$ cat src/rtl/store_buffer.sv
`default_nettype none
// ============================================================================
// Module      : store_buffer
// Description : Posted-write FIFO between store alignment and the memory bus,
//               with misaligned-store trap and load-after-store hazard check.
// Revision    : 1.0 - initial release
// ============================================================================
module store_buffer #(
    parameter  int DEPTH = 4,
    localparam int AW    = $clog2(DEPTH)
) (
    input  logic          clk,
    input  logic          reset,
    input  logic          push_valid,
    output logic          push_ready,
    input  logic [31:0]   push_addr,
    input  logic [31:0]   push_data,
    input  logic [3:0]    push_wmask,
    input  logic          push_unaligned,
    output logic          trap_valid,
    output logic [31:0]   trap_addr,
    output logic          mem_valid,
    input  logic          mem_ready,
    output logic [31:0]   mem_addr,
    output logic [31:0]   mem_wdata,
    output logic [3:0]    mem_wstrb,
    input  logic [31:0]   load_addr,
    input  logic          load_valid,
    output logic          load_hazard,
    output logic [AW:0]   count,
    output logic          empty
);

    localparam logic [AW:0] c_FULL_COUNT = (AW + 1)'(DEPTH);

    logic [29:0]   r_word  [DEPTH];
    logic [31:0]   r_data  [DEPTH];
    logic [3:0]    r_wmask [DEPTH];
    logic [AW-1:0] r_rd_ptr;
    logic [AW-1:0] r_wr_ptr;
    logic [AW:0]   r_count;
    logic          r_trap_valid;
    logic [31:0]   r_trap_addr;

    logic          w_full;
    logic          w_accept;
    logic          w_write;
    logic          w_pop;
    logic          w_hazard;

    assign w_full   = (r_count == c_FULL_COUNT);
    assign w_accept = push_valid && !w_full;
    // Zero-mask stores are accepted but carry no bytes, so they never occupy a slot.
    assign w_write  = w_accept && !push_unaligned && (push_wmask != 4'b0000);
    assign w_pop    = (r_count != '0) && mem_ready;

    assign push_ready  = !w_full;
    assign empty       = (r_count == '0);
    assign count       = r_count;
    assign mem_valid   = !empty;
    assign mem_addr    = {r_word[r_rd_ptr], 2'b00};
    assign mem_wdata   = r_data[r_rd_ptr];
    assign mem_wstrb   = r_wmask[r_rd_ptr];
    assign trap_valid  = r_trap_valid;
    assign trap_addr   = r_trap_addr;
    assign load_hazard = w_hazard;

    always_ff @(posedge clk) begin
        if (w_write) begin
            r_word[r_wr_ptr]  <= push_addr[31:2];
            r_data[r_wr_ptr]  <= push_data;
            r_wmask[r_wr_ptr] <= push_wmask;
        end
    end

    always_ff @(posedge clk) begin
        if (reset) begin
            r_rd_ptr     <= '0;
            r_wr_ptr     <= '0;
            r_count      <= '0;
            r_trap_valid <= 1'b0;
            r_trap_addr  <= '0;
        end else begin
            if (w_write) begin
                r_wr_ptr <= r_wr_ptr + 1'b1;
            end
            if (w_pop) begin
                r_rd_ptr <= r_rd_ptr + 1'b1;
            end
            if (w_write && !w_pop) begin
                r_count <= r_count + 1'b1;
            end else if (!w_write && w_pop) begin
                r_count <= r_count - 1'b1;
            end
            r_trap_valid <= w_accept && push_unaligned;
            if (w_accept && push_unaligned) begin
                r_trap_addr <= push_addr;
            end
        end
    end

    // Scan slots by distance from the head so only occupied entries are compared.
    always_comb begin
        w_hazard = 1'b0;
        for (int i = 0; i < DEPTH; i++) begin
            if (((AW + 1)'(i) < r_count) &&
                (r_word[r_rd_ptr + AW'(i)] == load_addr[31:2])) begin
                w_hazard = 1'b1;
            end
        end
        w_hazard = w_hazard && load_valid;
    end

endmodule
`default_nettype wire

$ cat config.mk
export PLATFORM = sky130hd
export DESIGN_NAME = store_buffer
export DESIGN_NICKNAME = d
export VERILOG_FILES = /design/src/rtl/store_buffer.sv
export SDC_FILE = /design/constraint.sdc
export NUM_CORES = 1
export LEC_CHECK = 0
export BUFFER_PORTS_ARGS = -buffer_cell sky130_fd_sc_hd__buf_2
export CORE_ASPECT_RATIO = 0.7
export CORE_MARGIN = 4
export CORE_UTILIZATION = 55
export CTS_BUF_LIST = sky130_fd_sc_hd__clkbuf_8
export CTS_CLUSTER_SIZE = 25
export DETAILED_ROUTE_END_ITERATION = 7
export PLACE_DENSITY = 0.81
export SLEW_MARGIN = 20
export SYNTH_ARGS = -nofsm -noshare
export SYNTH_HDL_FRONTEND = slang
export SYNTH_SLANG_ARGS = --single-unit
$ cat constraint.sdc
create_clock -name clk -period 4 [get_ports clk]
set_input_delay 0.8 -clock clk [delete_from_list [all_inputs] [get_ports clk]]
set_output_delay 0.8 -clock clk [all_outputs]
set_load 0.02 [all_outputs]
## Yosys cells after proc, flatten, opt, wreduce, memory -nomap -nowiden

Memory sizes are Yosys's and may differ from the RTL's. A register that Yosys moved wholly into a read port is not among the register bits.
Cells that the tools add are included.

- Add/subtract/negate cells: 6
- Order comparisons: 4
- Equal/unequal tests: 5
- Mux-type cells: 14
- Reduce and logical (&&, ||, !) cells: 21

Operators by type and width:

| operator | number |
|---|---|
| equality test 30 bit | 4 |
| logical AND 1 bit | 12 |
| two-way mux 2 bit | 6 |
| < comparator 1 x 3 -> 1 bit, first input constant | 2 |
| < comparator 2 x 3 -> 1 bit, first input constant | 2 |
| two-way mux 1 bit | 6 |
| two-way mux 3 bit | 2 |
| logical NOT 1 bit | 5 |
| adder 2 x 1 -> 2 bit, second input constant | 2 |
| adder 2 bit, second input constant | 2 |
| nonzero test 4 bit | 1 |
| adder 3 x 1 -> 3 bit, second input constant | 1 |
| equality test 3 bit, second input constant | 1 |
| logical NOT 3 bit | 1 |
| nonzero test 3 bit | 1 |
| subtractor 3 x 1 -> 3 bit, second input constant | 1 |
| nonzero test 2 bit | 1 |

- Register bits after elaboration: 40
- RAM bits: 264
- Bits of input ports: 106
- Output and inout port bits: 108
- Word-level logic and storage cells: 58
- Memories kept: 3

Memories:

| name | depth | bits a word | rd ports | clocked after Yosys merged registers in | write ports | line | RTL |
|---|---|---|---|---|---|---|---|
| r_data | 4 | 32 | 1 | 1 | 1 | 37 | `logic [31:0] r_data [DEPTH];` |
| r_word | 4 | 30 | 4 | 1 | 1 | 36 | `logic [29:0] r_word [DEPTH];` |
| r_wmask | 4 | 4 | 1 | 1 | 1 | 38 | `logic [3:0] r_wmask [DEPTH];` |

## Logic depth before layout (Yosys ltp)

Gate-level depths: netlist of run 1.

- Depth after elaboration: 9
- Depth in mapped cells: 12
- Mapped depth without buffers: 10

## Worst setup path before layout of run 1

OpenSTA, ideal clock, no wires.

- Path kind: register to register
- From: register r_count[0], in the netlist count[0]
- To: memory r_data[1][0] (enable)
- Setup time: 431 ps
- Data arrival time: 3,262 ps
- Data required time: 3,569 ps
- Path slack: 307 ps
- Cell stages (with the launch flop): 7
- Buffers on the path: 0
- Clock period less this slack: 3,693 ps
- Cells stage by stage: dfxtp_1 > inv_1 > ha_1 > nand2_1 > nand2_1 > nor3_1 > and2_1

- Word-level cells in the longest chain between the ends: 7

Ends and longest elaborated chain:

| element | line | RTL |
|---|---|---|
| start: declaration | 41 | `logic [AW:0] r_count;` |
| start signal: assignment | 91 | `r_count <= r_count + 1'b1;` |
| start signal: assignment | 93 | `r_count <= r_count - 1'b1;` |
| equality test 3 bit | 51 | `assign w_full = (r_count == c_FULL_COUNT);` |
| logical NOT 1 bit | -- |  |
| net push_ready | 15 | `output logic push_ready,` |
| logical AND 1 bit | 52 | `assign w_accept = push_valid && !w_full;` |
| logical AND 1 bit (2 in series) | 54 | `assign w_write = w_accept && !push_unaligned && (push_wmask != 4'b0000);` |
| net w_write | 47 | `logic w_write;` |
| two-way mux 1 bit | 69 | `if (w_write) begin` |
| two-way mux 1 bit (implied by the code) | 71 | `r_data[r_wr_ptr] <= push_data;` |
| end: declaration | 37 |  |

The timed path passes the listed nets, and every way through them passes these cells.

## Worst setup path in the final report of run 1

- From: register r_rd_ptr[0]
- To: output port load_hazard

- Word-level cells in the longest chain between the ends: 8
- Elaborated cells between the ends (all ways): 14
- Those cells by class: add/sub: 3; eq/ne: 3; mux: 3; reduce/logical: 4; memory: 1

Ends and longest elaborated chain:

| element | line | RTL |
|---|---|---|
| start: declaration | 39 | `logic [AW-1:0] r_rd_ptr;` |
| start signal: assignment | 88 | `r_rd_ptr <= r_rd_ptr + 1'b1;` |
| adder 2 x 1 -> 2 bit | 107 | `(r_word[r_rd_ptr + AW'(i)] == load_addr[31:2])) begin` |
| memory (4 x 30 bit) * | -- |  |
| equality test 30 bit | 107 |  |
| logical AND 1 bit | 106 | `if (((AW + 1)'(i) < r_count) &&` |
| two-way mux 1 bit (2 in series) | 106 |  |
| two-way mux 1 bit * | 106 |  |
| logical AND 1 bit * | 111 | `w_hazard = w_hazard && load_valid;` |
| end: declaration | 29 | `output logic load_hazard,` |

Every way passes the cells marked *; elsewhere a longest branch is shown, timed or not.

==> results of run 1 <==
## routing by layer
layer	vias to the layer above	global-route usage, %	part of all wire [%]
li1	4313	-	-
met2	588	37.55	43
met5	-	0	0.054
met1	5022	41.93	43
met3	61	9.303	12
met4	4	6.124	1.4
## layout make-up
cell class	count	area (um^2)	area share, %
sequential	306	8783	49.43
multi-input combinational	578	5914	33.28
timing repair buffer	260	1563	8.795
clock buffer	58	798.3	4.492
tap	364	455.4	2.563
clock inverter	29	207.7	1.169
inverter	12	45.04	0.2535
antenna	1	2.502	0.01408
## cell usage after synthesis, drive strengths merged, types with 3 or more instances
| library cell | count |
|---|---|
| nand4 | 16 |
| nand2b | 4 |
| nor3 | 4 |
| ha | 9 |
| edfxtp | 264 |
| nor4 | 10 |
| a2bb2oi | 3 |
| nand3 | 10 |
| buf | 38 |
| o211ai | 5 |
| xnor2 | 74 |
| mux2 | 17 |
| inv | 12 |
| mux4 | 111 |
| a22oi | 11 |
| dfxtp | 42 |
| nor2 | 19 |
| o22ai | 10 |
| nand2 | 79 |
| a21oi | 48 |
| o2111ai | 5 |
| o21ai | 10 |
| clkbuf | 36 |
| and2 | 4 |
| a2111oi | 3 |
| mux2i | 77 |
| a211oi | 3 |
| xor2 | 22 |
## worst max-delay path, stage by stage, from the launching register on
cell and delay (ns):
dfxtp_4 0.41, mux4_1 0.58, xor2_1 0.17, nor4_2 0.39, nand4_1 0.18, or4_4 0.46, or4_4 0.49, a41oi_2 0.20
buf_4 0.18
## per-stage QoR
stage	worst slack [ns]	cell area [um^2]	setup TNS (ns)	total power, mW	utilization (%)
after CTS	-0.5079	17660	-0.5079	9.559	65.81
after floorplan	0.3069	15040	0	5.842	-
after global placement	0.1015	16600	0	6.730	61.85
after detailed placement	0.06794	16600	0	6.778	61.85
final	-0.4661	17770	-0.4661	9.525	66.21
after global routing	-0.5121	17770	-0.5121	9.951	66.20
## state kept, by name, summed over array words and instances (netlist names), named ones only
signal	cells
r_rd_ptr	2
count	3
r_data	128
r_word	120
r_wr_ptr	2
trap_valid	1
trap_addr	32
r_wmask	16
## cells by family after synthesis
family | after synthesis | share of synthesized area (%)
XOR/XNOR | 96 | 5.591
flip-flops | 306 | 58.31
AND/OR/NAND/NOR | 153 | 4.701
adder cells (fa/ha/maj) | 9 | 0.7488
AO/OA/AOI/OAI | 113 | 4.843
buffers and inverters | 86 | 2.712
multiplexers | 205 | 23.07
other | 1 | 0.02494
## worst paths after layout
check	from	endpoint	slack [ns]	depth (start not counted)
max reg2reg	count[0]	r_data[2][28]	0.84	7
max	r_rd_ptr[0]	load_hazard	-0.47	8
min reg2reg	trap_addr[23]	trap_addr[23]	0.45	2
min	push_data[2]	r_data[1][2]	0.42	1
## power by group through the flow
stage	registers (mW)	logic, mW	clock network (mW)
floorplan	3.85	1.99	0
global route	3.84	3.14	2.97
finish	3.82	2.96	2.74
CTS	3.82	2.93	2.80
global placement	3.88	2.85	0
detailed placement	3.89	2.89	0
## repair_timing
action / 4_1_cts / 5_1_grt
setup buffers: 4 / 0
hold endpoints to repair: 0 / 0
setup endpoints to repair: 1 / 1
pin swaps: 3 / 4
resized for setup: 4 / 6
==> impl_metrics.csv, run 1 <==
group,metric,value,unit
run_status,status,"finished, violations left",
run_status,violations,"setup timing",
grt,antenna_found_initial,2,
yosys,synth_edf_count,264,
grt,grt_pass1_wl,61.32,mm
grt,first_global_vias,10056,
layout,nNetsFinal,1320,
yosys,synth-async-reset-ratio,0,%
route,vias_per_cell,6.211,
cts,htree_levels,2,
place,dp_hpwl,28.65,mm
yosys,yosys-top-cells-area,"edfxtp_1 (53%), mux4_2 (16%), dfxtp_1 (5.6%)",
route,avgRoutedWirePerCell,25.38,um
timing,hold_viol,0,
setup_path,crit_required,3.20,ns
setup_path,cp.arrival,3.67,ns
timing,fin_crit_sh,111.7,%
yosys,synth_seq_cells,306,
yosys,ys.flop_type,"edfxtp_1",
timing,whs,0.4159,ns
timing,skew,0.03480,ns
floorplanning,dieWidth,205.6,um
setup_path,cp-start-kind,"register",
place,gp_congestion,0.9952,
timing,period_needed,4.466,ns
cts,cts.reportedPaths.clkPinSlew,0.07,ns
route,drcViolationCount,0,
yosys,mappedNetlistArea,0.01504,mm^2
yosys,synth_top_area_share,52.72,%
layout,final_common_cell,"edfxtp_1",
cts,clk_latency,0.59,ns
timing,relSlewSlack,38.01,%
floorplanning,core,0.02684,mm^2
floorplanning,start_util,56.03,%
timing,finalSetupViolCount,1,
pwr,vdd_drop_max,0.0003343,V
timing,worst_slack,-0.4661,ns
cts,numCtsBuffers,47,
layout,syn2layout_area_growth,18.16,%
route,drt-total-wl,40.81,mm
layout,drive_gt1_share,37.89,%
timing,drv_slew,0,
pwr,p_per_area,536.1,mW/mm^2
floorplanning,dieArea,0.03009,mm^2
grt,overflow,0,
layout,nFillCells,1925,
worst_hold_path,hp-class,"in -> reg",
yosys,avgSynthCellArea,15.52,um^2
cts,cts_hold_buf,0,
route,dr.pass1.iters,7,
grt,grt_max_degree,67,
layout,final_cells,1608,
cts,clk_path_buf_depth,3,
job,maxCapViolCount,0,
floorplanning,die_h,146.3,um
cts,clock-sinks,306,
pwr,pwr-share-seq,40.1,%
floorplanning,ios,214,
setup_path,cp-end-kind,"output port",
yosys,synth_cell_types,50,
place,port_buffers,209,
pwr,comb_power_share,31.1,%
pwr,p_clk_share,28.8,%
yosys,yosysWarningCount,0,
timing,fmax,0.2239,GHz
route,drt_iter0_markers,1363,
floorplanning,placementRows,50,
cts,cts_tree,"done",
layout,final_cell_mix,"edfxtp_1 (264), buf_2 (208), mux4_2 (109)",
yosys,yosysTopAreaCell,"edfxtp_1",
pwr,p_sw_share,32.22,%
timing,tightest_slew,0.9298,ns
setup_path,crit_type,"reg -> out",
grt,track_usage,27.12,%
pwr,p_leak,6.080,nW
pwr,internal-power,6.456,mW
yosys,yosysSeqAreaShare,58.31,%
cts,cts-root-buf,"clkbuf_8",
pwr,power_switching,3.069,mW
place,dp.cells,1513,
route,num_vias,9988,
setup_path,worstPathMaxFanout,6,
route,antenna_left,0,
yosys,syn_inst,969,
timing,rsz0062_at_grt,"yes",
(Power assumes the default switching activity.)
==> run 2, diff against run 1 <==
Settings changed: CORE_MARGIN 4 to default, MAX_ROUTING_LAYER from default to met4.
Clock period 4 ns to 4.55 ns, I/O delays scaled along.
==> impl_metrics.csv, run 2 (synthesis gave the netlist of run 1 again) <==
group,metric,value,unit
run_status,status,"finished, final reports clean",
route,dr.pass1.iters,5,
job,maxCapViolCount,0,
route,vias_per_cell,6.148,
setup_path,r2r_end,"r_word[1][4]",
pwr,finalPower,8.252,mW
cts,clk_path_buf_depth,3,
floorplanning,start_util,56.16,%
route,avgRoutedWirePerCell,24.68,um
pwr,vdd_drop_max,0.0004004,V
setup_path,rrSetupSlack,1.21,ns
layout,largest_reg_flops,128,
timing,drv_slew,0,
setup_path,crit_type,"reg -> out",
worst_hold_path,hp-class,"reg -> reg",
grt,grt_max_degree,67,
place,gp_congestion,1.017,
place,port_buffers,209,
grt,antenna_found_initial,2,
timing,hold_viol,0,
pwr,p_sw_share,32.45,%
setup_path,path_buf_inv,3,
cts,numCtsBuffers,46,
cts,cts-root-buf,"clkbuf_8",
setup_path,crit_required,3.64,ns
grt,track_usage,29.29,%
pwr,power_switching,2.678,mW
pwr,p_per_area,467.4,mW/mm^2
floorplanning,placementRows,50,
timing,whs,0.4526,ns
layout,syn2layout_area_growth,17.40,%
timing,finalSetupViolCount,0,
worst_hold_path,hold_depth,2,
setup_path,worstPathMaxFanout,3,
timing,skew,0.02919,ns
layout,top_register,"r_data",
grt,grt_pass1_wl,57.86,mm
cts,clock-sinks,306,
cts,cts.reportedPaths.clkPinSlew,0.06,ns
route,drt-total-wl,39.42,mm
setup_path,crit_chain,"buf_12 > buf_4 > mux4_2 > xor2_2 > nor4_2 > nand4_1 > or4_4 > or4_4 > a41oi_2 > buf_4",
floorplanning,dieWidth,199.6,um
setup_path,slowest_delay,0.53,ns
layout,fin_util,65.93,%
setup_path,critical_path.top_delay_family,"simple AND/OR/NAND/NOR gates",
pwr,internal-power,5.574,mW
setup_path,cp-end-kind,"output port",
grt,first_global_vias,9498,
floorplanning,dieArea,0.02802,mm^2
timing,rsz0062_at_grt,"yes",
place,dp_hpwl,27.20,mm
pwr,p_clk_share,27.5,%
timing,fin_crit_sh,99.13,%
cts,cts_tree,"done",
layout,final_common_cell,"edfxtp_1",
route,drcViolationCount,0,
worst_hold_path,hold_path.startpoint,"trap_addr[7]",
floorplanning,ios,214,
timing,period_needed,4.511,ns
timing,final.setup.tns,0,ns
layout,nNetsFinal,1310,
grt,overflow,0,
cts,clk_latency,0.58,ns
pwr,p_leak,6.006,nW
setup_path,cp-start-kind,"register",
timing,tightest_slew,1.065,ns
setup_path,critPathSlowestCell,"mux4_2",
setup_path,r2r_start,"count[0]",
timing,relSlewSlack,28.98,%
route,antenna_left,0,
floorplanning,die_h,140.3,um
cts,htree_levels,2,
setup_path,cp.arrival,3.60,ns
cts,cts_hold_buf,0,
timing,fmax,0.2217,GHz
floorplanning,core,0.02678,mm^2
worst_hold_path,worstHoldEndpoint,"trap_addr[7]",
pwr,pwr-share-seq,40.5,%
layout,drive_gt1_share,37.21,%
pwr,comb_power_share,32.0,%
route,num_vias,9819,
route,drt_iter0_markers,1024,
setup_path,reg2reg_depth,7,
layout,final_cell_mix,"edfxtp_1 (264), buf_2 (208), mux4_2 (110)",
run 2: cell types whose count changed in the layout (fill, tap and decap cells not counted), sizes merged:
cell	previous run	this run
clkbuf	58	52
clkinvlp	0	1
clkinv	8	10
diode	1	2
inv	30	31
buf	260	250
run 2: final cells by class:
class | count | area, um^2
Multi-Input combinational cell | 578 | 5901
Fill cell | 2016 | 9121
Timing Repair Buffer | 251 | 1536
Clock buffer | 51 | 701.9
Sequential cell | 306 | 8783
Inverter | 12 | 45.04
Tap cell | 364 | 455.4
Clock inverter | 33 | 226.5
Antenna cell | 2 | 5.005
run 2: how the worst max path moves through the flow:
stage / cells after the start / start / to / slack (ns)
after global placement: 9 / r_rd_ptr[0] / load_hazard / 0.50
after global routing: 10 / r_rd_ptr[0] / load_hazard / -0.04
final: 10 / r_rd_ptr[0] / load_hazard / 0.04
after detailed placement: 9 / r_rd_ptr[0] / load_hazard / 0.49
after floorplan: 6 / count[0] / r_data[1][0] / 0.86
after CTS: 10 / r_rd_ptr[0] / load_hazard / 0.01
run 2: routing by layer:
layer | share of wire (%) | global-route usage (%) | up-vias
met5 | 0 | - | -
met4 | 1.3 | 5.504 | 0
li1 | - | - | 4288
met1 | 44 | 44.82 | 4948
met2 | 43 | 39.29 | 530
met3 | 12 | 8.018 | 53
run 2: worst reg2reg max path: stages (launching register included):
cell     delay [ns]
dfxtp_1        0.56
inv_1          0.14
ha_1           0.24
nand2_1        0.13
nand2_1        0.07
nor3_1         0.68
and2_4         0.71
buf_4          0.47
run 2: stage by stage:
step           area [um^2]  worst slack [ns]  cells
6_report             17650           0.03949   1597
2_1_floorplan        15040            0.8569    970
3_5_place_dp         16420            0.4876   1489
5_1_grt              17650          -0.04059   1597
4_1_cts              17460           0.01161   1581
3_3_place_gp         16420            0.5033   1489
run 2: repair_timing:
| item | CTS | global route |
|---|---|---|
| resized for setup | 2 | 10 |
| endpoints found under the setup margin | 1 | 1 |
| pin swaps | 0 | 4 |
| hold endpoints to repair | 0 | 0 |
| buffers inserted | 8 | 13 |
run 2: power by group through the flow:
stage	clock network (mW)	registers, mW	logic [mW]
global route	2.43	3.35	2.79
finish	2.27	3.34	2.64
detailed placement	0	3.45	2.43
global placement	0	3.44	2.41
CTS	2.30	3.37	2.52
floorplan	0	3.38	1.75
==> run 3, diff against run 2 <==
Settings changed: CORE_UTILIZATION 55 to 54, PLACE_DENSITY 0.81 to 0.83.
Clock period 4.55 ns to 3.98 ns, I/O delays scaled along.
==> impl_metrics.csv, run 3 (synthesis gave the netlist of run 1 again) <==
group,metric,value,unit
run_status,status,"finished, violations left",
run_status,violations,"setup timing",
floorplanning,ios,214,
cts,clock-sinks,306,
layout,final_cell_mix,"edfxtp_1 (264), buf_2 (208), mux4_2 (111)",
setup_path,critPathSlowestCell,"a2111oi_0",
layout,syn2layout_area_growth,16.65,%
setup_path,worstPathMaxFanout,35,
layout,final_cells,1590,
cts,clk_latency,0.59,ns
worst_hold_path,hp-class,"in -> reg",
setup_path,crit_type,"reg -> out",
layout,top_register,"r_data",
route,num_vias,9778,
worst_hold_path,hold_path.startpoint,"push_data[17]",
grt,antenna_found_initial,2,
pwr,finalPower,9.351,mW
setup_path,r2r_end,"r_data[0][21]",
timing,skew,0.01640,ns
pwr,p_per_area,533.1,mW/mm^2
floorplanning,core,0.02703,mm^2
timing,fmax,0.2291,GHz
setup_path,cp.arrival,3.57,ns
timing,final.setup.tns,-0.3851,ns
route,avgRoutedWirePerCell,24.79,um
floorplanning,start_util,55.64,%
place,port_buffers,209,
floorplanning,dieWidth,201.5,um
cts,htree_levels,2,
route,vias_per_cell,6.150,
route,drt-total-wl,39.41,mm
grt,track_usage,28.58,%
setup_path,slowest_delay,0.53,ns
floorplanning,placementRows,50,
layout,nNetsFinal,1305,
place,dp.cells,1501,
pwr,p_leak,5.918,nW
setup_path,crit_required,3.18,ns
setup_path,cp-start-kind,"register",
cts,numCtsBuffers,46,
timing,finalSetupViolCount,1,
floorplanning,die_h,141.6,um
layout,final_common_cell,"edfxtp_1",
route,antenna_left,0,
timing,rsz0062_at_grt,"yes",
setup_path,critical_path.top_delay_family,"compound AO/OA/AOI/OAI gates",
route,drcViolationCount,0,
layout,drive_gt1_share,36.85,%
route,dr.pass1.iters,5,
timing,drv_slew,0,
setup_path,rrSetupSlack,0.65,ns
place,gp_congestion,0.9573,
setup_path,r2r_start,"count[0]",
cts,cts-root-buf,"clkbuf_8",
timing,worst_slack,-0.3851,ns
worst_hold_path,worstHoldEndpoint,"r_data[1][17]",
floorplanning,dieArea,0.02853,mm^2
timing,tightest_slew,1.093,ns
layout,largest_reg_flops,128,
setup_path,crit_top_cell,"buf_4",
cts,clk_path_buf_depth,3,
layout,nFillCells,2016,
route,drt_iter0_markers,990,
cts,cts_tree,"done",
grt,grt_pass1_wl,57.98,mm
layout,ff_latch_area,0.008783,mm^2
worst_hold_path,hold_depth,1,
timing,relSlewSlack,27.16,%
place,dp_hpwl,27.72,mm
setup_path,reg2reg_depth,6,
setup_path,cp-end-kind,"output port",
grt,first_global_vias,9532,
timing,hold_viol,0,
timing,fin_crit_sh,109.7,%
timing,period_needed,4.365,ns
setup_path,path_buf_inv,3,
grt,grt_max_degree,67,
layout,multiInputGateArea,0.005893,mm^2
pwr,vdd_drop_max,0.0003338,V
setup_path,crit_chain,"buf_12 > mux2i_1 > a2bb2oi_1 > o211ai_1 > a2111oi_0 > buf_4 > nand4_1 > a41oi_2 > buf_4",
cts,cts.reportedPaths.clkPinSlew,0.06,ns
job,maxCapViolCount,0,
grt,overflow,0,
==> run 3: changes by cell type in the layout (fill, tap and decap cells not counted), sizes merged <==
cell      before  now
buf          250  245
inv           31   26
clkbuf        52   48
clkinv        10   14
clkinvlp       1    3
bufinv         3    4
==> run 3: area by class of cell <==
class                   count  area share [%]
multi-input cells         578           33.59
repair buffers            246           8.253
clock buffers              47           3.688
flip-flops and latches    306           50.07
well taps                 364           2.596
diodes                      2         0.02853
clock inverters            35           1.512
inverters                  12          0.2568
==> run 3: how the worst max path moves through the flow <==
| stage | from | end | depth (start not counted) |
|---|---|---|---|
| after floorplan | count[0] | r_data[1][0] | 6 |
| after global placement | r_rd_ptr[0] | load_hazard | 8 |
| after detailed placement | r_rd_ptr[0] | load_hazard | 8 |
| after CTS | r_rd_ptr[0] | load_hazard | 9 |
| after global routing | r_rd_ptr[0] | load_hazard | 9 |
| final | r_rd_ptr[0] | load_hazard | 9 |
==> run 3: power breakdown <==
part           switching, mW  internal [mW]
clock                   1.21           1.37
combinational           1.66           1.27
sequential             0.169           3.68
==> run 3: stage by stage <==
stage | cell area [um^2] | hold slack [ns] | utilization [%] | setup WS (ns)
after floorplan | 15040 | 0.5136 | - | 0.2869
after global placement | 16530 | 0.4380 | 61.18 | 0.1454
after detailed placement | 16530 | 0.4461 | 61.18 | 0.1151
after CTS | 17480 | 0.4027 | 64.67 | -0.3997
after global routing | 17540 | 0.4099 | 64.91 | -0.4808
final | 17540 | 0.4332 | 64.91 | -0.3851
==> run 3: repair_timing <==
item	in CTS	in global routing
hold buffers	0	0
setup endpoints to repair	1	1
setup buffers	3	1
gates resized for setup	6	5
==> run 3: worst reg2reg max path, cell delays in order, from the launching register on <==
cell	delay (ns)
dfxtp_1	0.56
inv_1	0.14
ha_1	0.24
nand2_1	0.13
nand2_1	0.07
nor3_1	0.74
and2_4	1.00
==> run 3: routing by layer <==
metal	global-route usage [%]	share of wire [%]	vias up
met5	-	0	-
met4	6.499	1.6	0
met3	7.901	10	61
met2	39.20	43	524
met1	42.43	45	4917
li1	-	-	4276
